--- src/rtl/beamforming_pkg.sv ---
// Shared types and constants for the receive delay-and-sum beamformer.
// The BEAMFORMING_RECEIVE_CH_MASK_EN option is handled in the top module.
package beamforming_pkg;

    localparam int NUM_CH_DEF   = 8;
    localparam int SAMPLE_W_DEF = 8;
    localparam int DEPTH_DEF    = 32;
    localparam int DELAY_W_DEF  = $clog2(DEPTH_DEF);

    typedef enum logic [2:0] {
        IDLE,
        FILL,
        ACCUM,
        DRAIN,
        DONE
    } rx_state_t;

    function automatic logic [DELAY_W_DEF-1:0] delay_field(
        input logic [NUM_CH_DEF*DELAY_W_DEF-1:0] cfg,
        input int                                ch
    );
        return cfg[ch*DELAY_W_DEF +: DELAY_W_DEF];
    endfunction

endpackage

--- src/rtl/rx_delay_line.sv ---
// Single-channel circular sample buffer with a registered delayed tap.
// Delay 0 bypasses the memory and taps the incoming sample directly.
module rx_delay_line #(
    parameter int SAMPLE_W = 8,
    parameter int DEPTH    = 32,
    parameter int DELAY_W  = $clog2(DEPTH)
) (
    input  logic                clock,
    input  logic                wr_en,
    input  logic [DELAY_W-1:0]  wr_ptr,
    input  logic [DELAY_W-1:0]  delay,
    input  logic [SAMPLE_W-1:0] din,
    output logic [SAMPLE_W-1:0] tap
);

    logic [SAMPLE_W-1:0] mem [DEPTH];
    logic [DELAY_W-1:0]  rd_addr;

    assign rd_addr = wr_ptr - delay;

    always_ff @(posedge clock) begin
        if (wr_en) begin
            mem[wr_ptr] <= din;
            tap         <= (delay == '0) ? din : mem[rd_addr];
        end
    end

endmodule

--- src/rtl/beamforming_receive.sv ---
// Receive delay-and-sum beamformer: per-channel delay lines, 2-stage sum.
// Optional macro BEAMFORMING_RECEIVE_CH_MASK_EN adds a per-channel mask.
module beamforming_receive
    import beamforming_pkg::*;
#(
    parameter int NUM_CH   = NUM_CH_DEF,
    parameter int SAMPLE_W = SAMPLE_W_DEF,
    parameter int DEPTH    = DEPTH_DEF,
    parameter int DELAY_W  = $clog2(DEPTH),
    parameter int SUM_W    = SAMPLE_W + $clog2(NUM_CH)
) (
    input  logic                         clock,
    input  logic                         reset,
    input  logic                         start,
    input  logic [11:0]                  window_len,
    input  logic [NUM_CH*DELAY_W-1:0]    delay_cfg,
    input  logic                         sample_valid,
    input  logic [NUM_CH*SAMPLE_W-1:0]   sample_data,
`ifdef BEAMFORMING_RECEIVE_CH_MASK_EN
    input  logic [NUM_CH-1:0]            ch_mask,
`endif
    output logic                         sum_valid,
    output logic [SUM_W-1:0]             sum_data,
    output logic                         busy,
    output logic                         done
);

    localparam logic [DELAY_W-1:0] FILL_LAST = DELAY_W'(DEPTH - 2);

    rx_state_t                  state, state_n;
    logic [DELAY_W-1:0]         wr_ptr, fill_cnt;
    logic [11:0]                len_q, out_cnt;
    logic [NUM_CH*DELAY_W-1:0]  dcfg_q;
    logic [NUM_CH-1:0]          mask_q;
    logic                       accept, v1;
    logic [SAMPLE_W-1:0]        taps [NUM_CH];
    logic [SUM_W-1:0]           acc;

    assign accept = start && (state == IDLE) && !busy;

    for (genvar i = 0; i < NUM_CH; i++) begin : g_ch
        rx_delay_line #(
            .SAMPLE_W (SAMPLE_W),
            .DEPTH    (DEPTH),
            .DELAY_W  (DELAY_W)
        ) u_dl (
            .clock  (clock),
            .wr_en  (sample_valid),
            .wr_ptr (wr_ptr),
            .delay  (delay_field(dcfg_q, i)),
            .din    (sample_data[i*SAMPLE_W +: SAMPLE_W]),
            .tap    (taps[i])
        );
    end

`ifdef BEAMFORMING_RECEIVE_CH_MASK_EN
    always_ff @(posedge clock) begin
        if (reset) begin
            mask_q <= '1;
        end else if (accept) begin
            mask_q <= ch_mask;
        end
    end
`else
    assign mask_q = '1;
`endif

    always_comb begin
        acc = '0;
        for (int i = 0; i < NUM_CH; i++) begin
            if (mask_q[i]) begin
                acc = acc + {{(SUM_W-SAMPLE_W){taps[i][SAMPLE_W-1]}}, taps[i]};
            end
        end
    end

    always_comb begin
        state_n = state;
        unique case (state)
            IDLE:  if (accept) state_n = (window_len == '0) ? DONE : FILL;
            FILL:  if (sample_valid && fill_cnt == FILL_LAST) state_n = ACCUM;
            ACCUM: if (sample_valid && out_cnt == len_q - 12'd1) state_n = DRAIN;
            DRAIN: state_n = DONE;
            DONE:  state_n = IDLE;
            default: state_n = IDLE;
        endcase
    end

    // done is registered, so DRAIN plus DONE span the two pipeline stages
    always_ff @(posedge clock) begin
        if (reset) begin
            state     <= IDLE;
            wr_ptr    <= '0;
            fill_cnt  <= '0;
            out_cnt   <= '0;
            len_q     <= '0;
            dcfg_q    <= '0;
            v1        <= 1'b0;
            sum_valid <= 1'b0;
            sum_data  <= '0;
            busy      <= 1'b0;
            done      <= 1'b0;
        end else begin
            state     <= state_n;
            v1        <= sample_valid && (state == ACCUM);
            sum_valid <= v1;
            done      <= (state == DONE);
            if (v1) sum_data <= acc;
            if (accept) busy <= 1'b1;
            else if (done) busy <= 1'b0;
            if (sample_valid) wr_ptr <= wr_ptr + 1'b1;
            if (accept) begin
                dcfg_q   <= delay_cfg;
                len_q    <= window_len;
                fill_cnt <= '0;
                out_cnt  <= '0;
            end else if (sample_valid) begin
                if (state == FILL) fill_cnt <= fill_cnt + 1'b1;
                if (state == ACCUM) out_cnt <= out_cnt + 12'd1;
            end
        end
    end

endmodule

--- config.mk ---
export PLATFORM = sky130hd
export DESIGN_NAME = beamforming_receive
export DESIGN_NICKNAME = d
export VERILOG_FILES = /design/src/rtl/beamforming_pkg.sv /design/src/rtl/rx_delay_line.sv /design/src/rtl/beamforming_receive.sv
export SDC_FILE = /design/constraint.sdc
export NUM_CORES = 2
export LEC_CHECK = 0
export CAP_MARGIN = 10
export CORE_ASPECT_RATIO = 0.7
export CORE_MARGIN = 2
export CORE_UTILIZATION = 30
export DETAILED_ROUTE_END_ITERATION = 8
export GPL_TIMING_DRIVEN = 0
export HOLD_SLACK_MARGIN = 0.05
export PLACE_DENSITY_LB_ADDON = 0.25
export SETUP_SLACK_MARGIN = 0.4
export SLEW_MARGIN = 40
export SYNTH_ARGS = -nofsm -noshare
export SYNTH_HDL_FRONTEND = slang
export SYNTH_SLANG_ARGS = --single-unit
export TNS_END_PERCENT = 100
--- constraint.sdc ---
create_clock -name clock -period 7.25 [get_ports clock]
set_input_delay 1.45 -clock clock [delete_from_list [all_inputs] [get_ports clock]]
set_output_delay 1.45 -clock clock [all_outputs]
set_load 0.01 [all_outputs]
; Word-level counts from Yosys, hierarchy flattened
; Memory sizes are Yosys's and may differ from the RTL's. A register that Yosys moved wholly into a read port is not among the register bits.
; Index checks and enable logic that the tools add are counted.
[totals]
register_bits = 92
wordCells = 69
output_inout_bits = 14
ram_bits = 2048
mem_count = 8
[classes]
n_reduce_logical = 13
n_mux = 9
n_eq_ne = 9
addsub = 19
[mem_list]
columns = name, words, word_bits, read_ports, rd_ports_with_merged_regs, write_ports, line_no
row1 = g_ch[0].u_dl.mem, 32, 8, 1, 1, 1, rx_delay_line.sv:16  ; logic [SAMPLE_W-1:0] mem [DEPTH];
row2 = g_ch[1].u_dl.mem, 32, 8, 1, 1, 1, rx_delay_line.sv:16
row3 = g_ch[2].u_dl.mem, 32, 8, 1, 1, 1, rx_delay_line.sv:16
row4 = g_ch[3].u_dl.mem, 32, 8, 1, 1, 1, rx_delay_line.sv:16
row5 = g_ch[4].u_dl.mem, 32, 8, 1, 1, 1, rx_delay_line.sv:16
row6 = g_ch[5].u_dl.mem, 32, 8, 1, 1, 1, rx_delay_line.sv:16
row7 = 2 more memories, -, -, -, -, -, -
[op_table]
columns = operator, count
row1 = $add 11x11->11, 4
row2 = $sub 5x5->5, 8
row3 = $add 12x1->12 const B, 1
row4 = $eq 12x12->1, 1
row5 = $logic_not 12->1, 1
row6 = $mux 3, 4
row7 = $pmux 3 s4, 1
row8 = $sub 12x1->12 const B, 1
row9 = $add 10x8->11, 1
row10 = $add 5x1->5 const B, 2
row11 = $add 9x8->10, 1
row12 = $add 8x8->9, 1
row13 = $eq 3x2->1 const B, 2
row14 = $ne 2x2->1 const B, 3
row15 = $eq 5x5->1 const B, 1
row16 = $logic_and 1x1->1, 5
row17 = $mux 1, 4
row18 = $reduce_and 2->1, 2
row19 = $eq 3x1->1 const B, 1
row20 = $eq 3x3->1 const B, 1
row21 = $logic_not 3->1, 1
row22 = $reduce_and 3->1, 1
row23 = $reduce_bool 2->1, 1
row24 = $reduce_or 2->1, 1
row25 = $logic_not 1->1, 1

; Longest topological paths before layout
[depth]
ltp_word = 7
mapped_depth = 17
ltp_nobuf = 17

; Cells and area by module
; From an unflattened synthesis, not the netlist that was laid out.
[unflattened]
hier_cells = 4998
area_unflattened_um2 = 90335.4
[modules_own_cells]
columns = module, area_each_um2, instances, seq_area_each_um2, cells_per_inst
row1 = rx_delay_line, 10595.2, 8, 7927.6, 543
row2 = beamforming_receive, 5574.1, 1, 1841.8, 654

; Worst setup path after synthesis
; No wires, ideal clock.
[synth_path]
path_type = in2reg
from = input port sample_valid
to = memory g_ch[0].u_dl.mem[15][0], enable pin
setup_slack_ns = 1.733
arrival_ns = 5.030
path_stages = 4
cell_sequence = clkbuf_1 buf_1 nand2_1 nor2_1
[synth_between]
elab_chain_cells = 2
[synth_lines]
columns = item, line_no
row1 = "start, declared", beamforming_receive.sv:17  ; input logic sample_valid,
row2 = $mux 1, rx_delay_line.sv:22  ; if (wr_en) begin
row3 = $mux 1 (not written as such), rx_delay_line.sv:23  ; mem[wr_ptr] <= din;
row4 = "end, declared", rx_delay_line.sv:16
; Every way passes these cells.

; Final worst setup path
[layout_path]
from = register wr_ptr[0]
to = register g_ch[7].u_dl.tap[5], read port of g_ch[7].u_dl.mem, data pin
[layout_between]
elab_chain_cells = 1
[layout_lines]
columns = item, line_no
row1 = "start, declared", beamforming_receive.sv:31  ; logic [DELAY_W-1:0] wr_ptr, fill_cnt;
row2 = "start signal, assigned", beamforming_receive.sv:111  ; if (sample_valid) wr_ptr <= wr_ptr + 1'b1;
row3 = $sub 5x5->5, rx_delay_line.sv:19  ; assign rd_addr = wr_ptr - delay;
row4 = "end, declared", rx_delay_line.sv:13  ; output logic [SAMPLE_W-1:0] tap
; Every way passes these cells.
; A chain may end at the register's enable or synchronous reset.

==> run_summary.xml <==
<?xml version="1.0" encoding="UTF-8"?>
<metrics>
  <group name="outcome">
    <metric name="status" unit="">finished clean</metric>
  </group>
  <group name="setup_path">
    <metric name="worst_setup_path_end_kind" unit="">register</metric>
    <metric name="critical-path-max-stage-delay" unit="ns">0.70</metric>
    <metric name="worst-r2r-setup-slack" unit="ns">1.70</metric>
    <metric name="crit-reg2reg-launch" unit="">wr_ptr[0]</metric>
    <metric name="critical_path_depth" unit="">12</metric>
    <metric name="critPathMaxFanout" unit="">10</metric>
    <metric name="crit_path_cell_trace" unit="">clkbuf_2 -&gt; buf_16 -&gt; inv_2 -&gt; ha_1 -&gt; inv_1 -&gt; fa_1 -&gt; clkbuf_1 -&gt; clkbuf_1 -&gt; mux4_2 -&gt; mux4_2 -&gt; mux2_2 -&gt; mux2_2</metric>
    <metric name="regToRegEndpoint" unit="">g_ch[7].u_dl.tap[5]</metric>
    <metric name="worst_setup_path_start_kind" unit="">register</metric>
    <metric name="worstSetupStartpoint" unit="">wr_ptr[0]</metric>
    <metric name="worst-path-buf-inv" unit="">6</metric>
    <metric name="worst-endpoint-arrival" unit="ns">6.10</metric>
    <metric name="required" unit="ns">7.81</metric>
    <metric name="worst_r2r_path_depth" unit="">12</metric>
    <metric name="slowest_stage" unit="">sky130_fd_sc_hd__clkbuf_1</metric>
    <metric name="dominant_delay_contributor_by_cell_family_on_the_critical_path" unit="">buffers and inverters</metric>
    <metric name="critical_path_end" unit="">g_ch[7].u_dl.tap[5]</metric>
    <metric name="critical_setup_path_class" unit="">register to register</metric>
  </group>
  <group name="grt">
    <metric name="global_route.overflow_total" unit="">0</metric>
    <metric name="track_usage" unit="">0.169</metric>
    <metric name="grt_antenna_before_repair" unit="">27</metric>
    <metric name="met3_usage" unit="">0.0309</metric>
    <metric name="grt.met2_usage" unit="">0.260</metric>
    <metric name="grt_first_pass_wirelength" unit="mm">353</metric>
    <metric name="globalRouteMet1Util" unit="">0.249</metric>
    <metric name="largest_net_degree_at_the_start_of_global_routing" unit="">40</metric>
    <metric name="grt_pass1_vias" unit="">42995</metric>
    <metric name="global_route.peak_usage_layer" unit="">met2</metric>
  </group>
  <group name="layout">
    <metric name="final_common_cell" unit="">sky130_fd_sc_hd__edfxtp_1</metric>
    <metric name="layout.filler_cells" unit="">26209</metric>
    <metric name="flow.area_growth_from_synthesis" unit="%">20.9</metric>
    <metric name="multiInputGateArea" unit="um^2">21200</metric>
    <metric name="final-seq-area" unit="um^2">65300</metric>
    <metric name="post_route_cells_drive_above_1_share" unit="">0.333</metric>
    <metric name="final_cell_mix" unit="">2112 x sky130_fd_sc_hd__edfxtp_1, 636 x sky130_fd_sc_hd__mux4_2, 220 x sky130_fd_sc_hd__clkbuf_16</metric>
    <metric name="final_nets" unit="">4750</metric>
  </group>
  <group name="cts">
    <metric name="worst_skew_pair.late_latency" unit="ns">0.87</metric>
    <metric name="hold_buffers" unit="">0</metric>
    <metric name="clkSinkCount" unit="">2204</metric>
    <metric name="htree_num_levels" unit="">4</metric>
    <metric name="tritoncts" unit="">yes</metric>
    <metric name="clk_pin_slew_worst_paths" unit="ns">0.07</metric>
    <metric name="post_cts_setup_buffers" unit="">0</metric>
    <metric name="cts-buffers-inserted" unit="">217</metric>
    <metric name="ctsRootBufferMaster" unit="">sky130_fd_sc_hd__clkbuf_16</metric>
    <metric name="clockBufferDepth" unit="">4</metric>
    <metric name="cts_resized" unit="">0</metric>
  </group>
  <group name="power">
    <metric name="worst_ir_drop_vdd" unit="uV">1050</metric>
    <metric name="cellPowerDensity" unit="nW/um^2">332</metric>
    <metric name="leakagePower" unit="nW">33.7</metric>
  </group>
  <group name="synthesis">
    <metric name="synth_enable_flop_cells" unit="">2112</metric>
    <metric name="synth_area_per_cell" unit="um^2">22.2</metric>
    <metric name="yosys_warnings" unit="">0</metric>
    <metric name="synth_area_leaders" unit="">sky130_fd_sc_hd__edfxtp_1 73%, sky130_fd_sc_hd__mux4_2 16%, sky130_fd_sc_hd__dfxtp_1 2.1%, sky130_fd_sc_hd__mux2_2 1.7%, sky130_fd_sc_hd__fa_1 1.4%</metric>
    <metric name="async_flop_share" unit="">0</metric>
    <metric name="mappedNetlistNets" unit="">4163</metric>
    <metric name="yosys.area.top_type_share" unit="">0.726</metric>
    <metric name="synth.cell_area" unit="um^2">87400</metric>
    <metric name="ys_ff_latch" unit="">2204</metric>
    <metric name="post_synth_num_cell_types" unit="">54</metric>
    <metric name="synth.yosys.seq_area_share" unit="">0.747</metric>
    <metric name="synth_flop_cell" unit="">sky130_fd_sc_hd__edfxtp_1</metric>
    <metric name="yosysTopAreaCell" unit="">sky130_fd_sc_hd__edfxtp_1</metric>
    <metric name="syn-instance-count" unit="">3933</metric>
  </group>
  <group name="drt">
    <metric name="wl" unit="mm">254</metric>
    <metric name="drcViolationCount" unit="">0</metric>
    <metric name="vias" unit="">42893</metric>
    <metric name="drtAntennaViolNets" unit="">0</metric>
    <metric name="drt_iter0_markers" unit="">5197</metric>
    <metric name="routed_via_density" unit="">5.02</metric>
    <metric name="detail_route.wl_per_cell" unit="um">29.8</metric>
    <metric name="detail_route.first_pass.iterations" unit="">5</metric>
  </group>
  <group name="sta">
    <metric name="fmax" unit="GHz">0.180</metric>
    <metric name="grt_setup_unrepaired" unit="">false</metric>
    <metric name="final.setup.tns" unit="ns">0</metric>
    <metric name="slew_headroom" unit="">0.391</metric>
    <metric name="layout_worst_path_cycle_share" unit="">0.765</metric>
    <metric name="final_hold_viol_count" unit="">0</metric>
    <metric name="tightest_slew" unit="ns">0.913</metric>
    <metric name="min_period" unit="ns">5.55</metric>
    <metric name="final_skew" unit="ns">0.0359</metric>
    <metric name="report.final.slew_viol_count" unit="">0</metric>
    <metric name="final.setup.worst_slack" unit="ns">1.70</metric>
    <metric name="setup_violations" unit="">0</metric>
  </group>
  <group name="floorplan">
    <metric name="initial_core_utilization" unit="">0.302</metric>
    <metric name="rows" unit="">165</metric>
    <metric name="core" unit="um^2">289000</metric>
    <metric name="die-height" unit="um">455</metric>
    <metric name="die_width" unit="um">649</metric>
    <metric name="dieArea" unit="um^2">296000</metric>
    <metric name="ioPinCount" unit="">134</metric>
  </group>
  <group name="placement">
    <metric name="gp_congestion" unit="">0.765</metric>
    <metric name="port_buffers" unit="">133</metric>
    <metric name="dp.final_hpwl" unit="mm">176</metric>
    <metric name="preCtsSetupSlack" unit="ns">1.63</metric>
  </group>
  <group name="worst_hold_path">
    <metric name="hp-class" unit="">register to register</metric>
  </group>
  <group name="flow_run">
    <metric name="max-cap-violations" unit="">0</metric>
  </group>
</metrics>
state kept, by name, summed over array words and instances (netlist names):
| signal | cells |
|---|---|
| v1 | 1 |
| g_ch.u_dl.tap | 64 |
| dcfg_q | 40 |
| wr_ptr | 5 |
| sum_valid | 1 |
| busy | 1 |
| sum_data | 11 |
| len_q | 12 |
| state | 3 |
| done | 1 |
| g_ch.u_dl.mem | 2048 |
| out_cnt | 12 |
| fill_cnt | 5 |
metrics by stage:
step                utilization  power [mW]  hold WS [ns]  instance area (um^2)  cells
floorplan                     -        21.1         0.436                 87400   3933
global placement          0.323        24.2         0.450                 93500   7907
detailed placement        0.342        24.2         0.449                 98800   8142
CTS                       0.365        35.3         0.457                106000   8533
global route              0.365        36.7         0.475                106000   8535
finish                    0.365        35.0         0.456                106000   8536
area by class of cell:
type / count / area share
tap: 3841 / 0.0455
clock inverter: 114 / 0.00957
antenna: 3 / 0.0000711
buffer: 176 / 0.00803
timing repair buffer: 368 / 0.0578
clock buffer: 277 / 0.0549
sequential: 2204 / 0.618
inverter: 151 / 0.00537
multi-input combinational: 1402 / 0.201
cells in the mapped netlist, types with 4 or more instances:
| master | instances |
|---|---|
| sky130_fd_sc_hd__nand3b_1 | 7 |
| sky130_fd_sc_hd__buf_4 | 8 |
| sky130_fd_sc_hd__ha_1 | 51 |
| sky130_fd_sc_hd__mux4_1 | 4 |
| sky130_fd_sc_hd__nor2b_1 | 7 |
| sky130_fd_sc_hd__nand4_1 | 9 |
| sky130_fd_sc_hd__nor3_1 | 9 |
| sky130_fd_sc_hd__edfxtp_1 | 2112 |
| sky130_fd_sc_hd__mux2i_1 | 8 |
| sky130_fd_sc_hd__a21o_1 | 10 |
| sky130_fd_sc_hd__nand3_1 | 12 |
| sky130_fd_sc_hd__o21ai_0 | 7 |
| sky130_fd_sc_hd__buf_2 | 57 |
| sky130_fd_sc_hd__mux4_2 | 636 |
| sky130_fd_sc_hd__and3_1 | 6 |
| sky130_fd_sc_hd__nor4_1 | 7 |
| sky130_fd_sc_hd__nand2_1 | 132 |
| sky130_fd_sc_hd__a21oi_1 | 74 |
| sky130_fd_sc_hd__fa_1 | 59 |
| sky130_fd_sc_hd__a211oi_1 | 6 |
| sky130_fd_sc_hd__or4_1 | 11 |
| sky130_fd_sc_hd__mux2_2 | 128 |
| sky130_fd_sc_hd__nor2_1 | 75 |
| sky130_fd_sc_hd__xor2_1 | 53 |
| sky130_fd_sc_hd__dfxtp_1 | 92 |
| sky130_fd_sc_hd__inv_1 | 151 |
| sky130_fd_sc_hd__nand2b_1 | 9 |
| sky130_fd_sc_hd__clkbuf_1 | 109 |
| sky130_fd_sc_hd__xnor2_1 | 42 |
| sky130_fd_sc_hd__xnor2_2 | 7 |
per-layer routing:
layer,routed length [um],vias to the layer above
met1,115000,23529
met3,17300,338
met2,116000,1544
li1,-,17476
met5,41,-
met4,6550,6
worst register-to-register path, cell delays in order, from the launching register on:
cell and delay, ns:
sky130_fd_sc_hd__dfxtp_1 0.43, sky130_fd_sc_hd__clkbuf_2 0.32, sky130_fd_sc_hd__buf_16 0.24, sky130_fd_sc_hd__inv_2 0.53, sky130_fd_sc_hd__ha_1 0.28, sky130_fd_sc_hd__inv_1 0.06
sky130_fd_sc_hd__fa_1 0.50, sky130_fd_sc_hd__clkbuf_1 0.54, sky130_fd_sc_hd__clkbuf_1 0.70, sky130_fd_sc_hd__mux4_2 0.44, sky130_fd_sc_hd__mux4_2 0.51, sky130_fd_sc_hd__mux2_2 0.29
sky130_fd_sc_hd__mux2_2 0.39
how the worst min path moves through the flow:
stage               startpoint    endpoint  cells after the start
floorplan           dcfg_q[11]  dcfg_q[11]                      2
global placement    dcfg_q[37]  dcfg_q[37]                      2
detailed placement  dcfg_q[27]  dcfg_q[27]                      2
CTS                 dcfg_q[27]  dcfg_q[27]                      2
global route        dcfg_q[27]  dcfg_q[27]                      2
finish              dcfg_q[23]  dcfg_q[23]                      2
cells by family after synthesis:
family | after synthesis | synth area share
flops | 2204 | 0.747
mux | 776 | 0.183
buf+inv | 327 | 0.0152
simple gates | 299 | 0.0158
compound gates | 115 | 0.00766
fa+ha+maj | 110 | 0.0208
xor+xnor | 102 | 0.0108
report_power, final:
group          switching, mW  leakage [nW]  internal [mW]
Clock                   4.83          3.33           6.24
Sequential             0.118          19.8           14.2
Combinational           5.36          10.6           4.24
Total                   10.3          33.7           24.7
(Power assumes the default switching activity.)
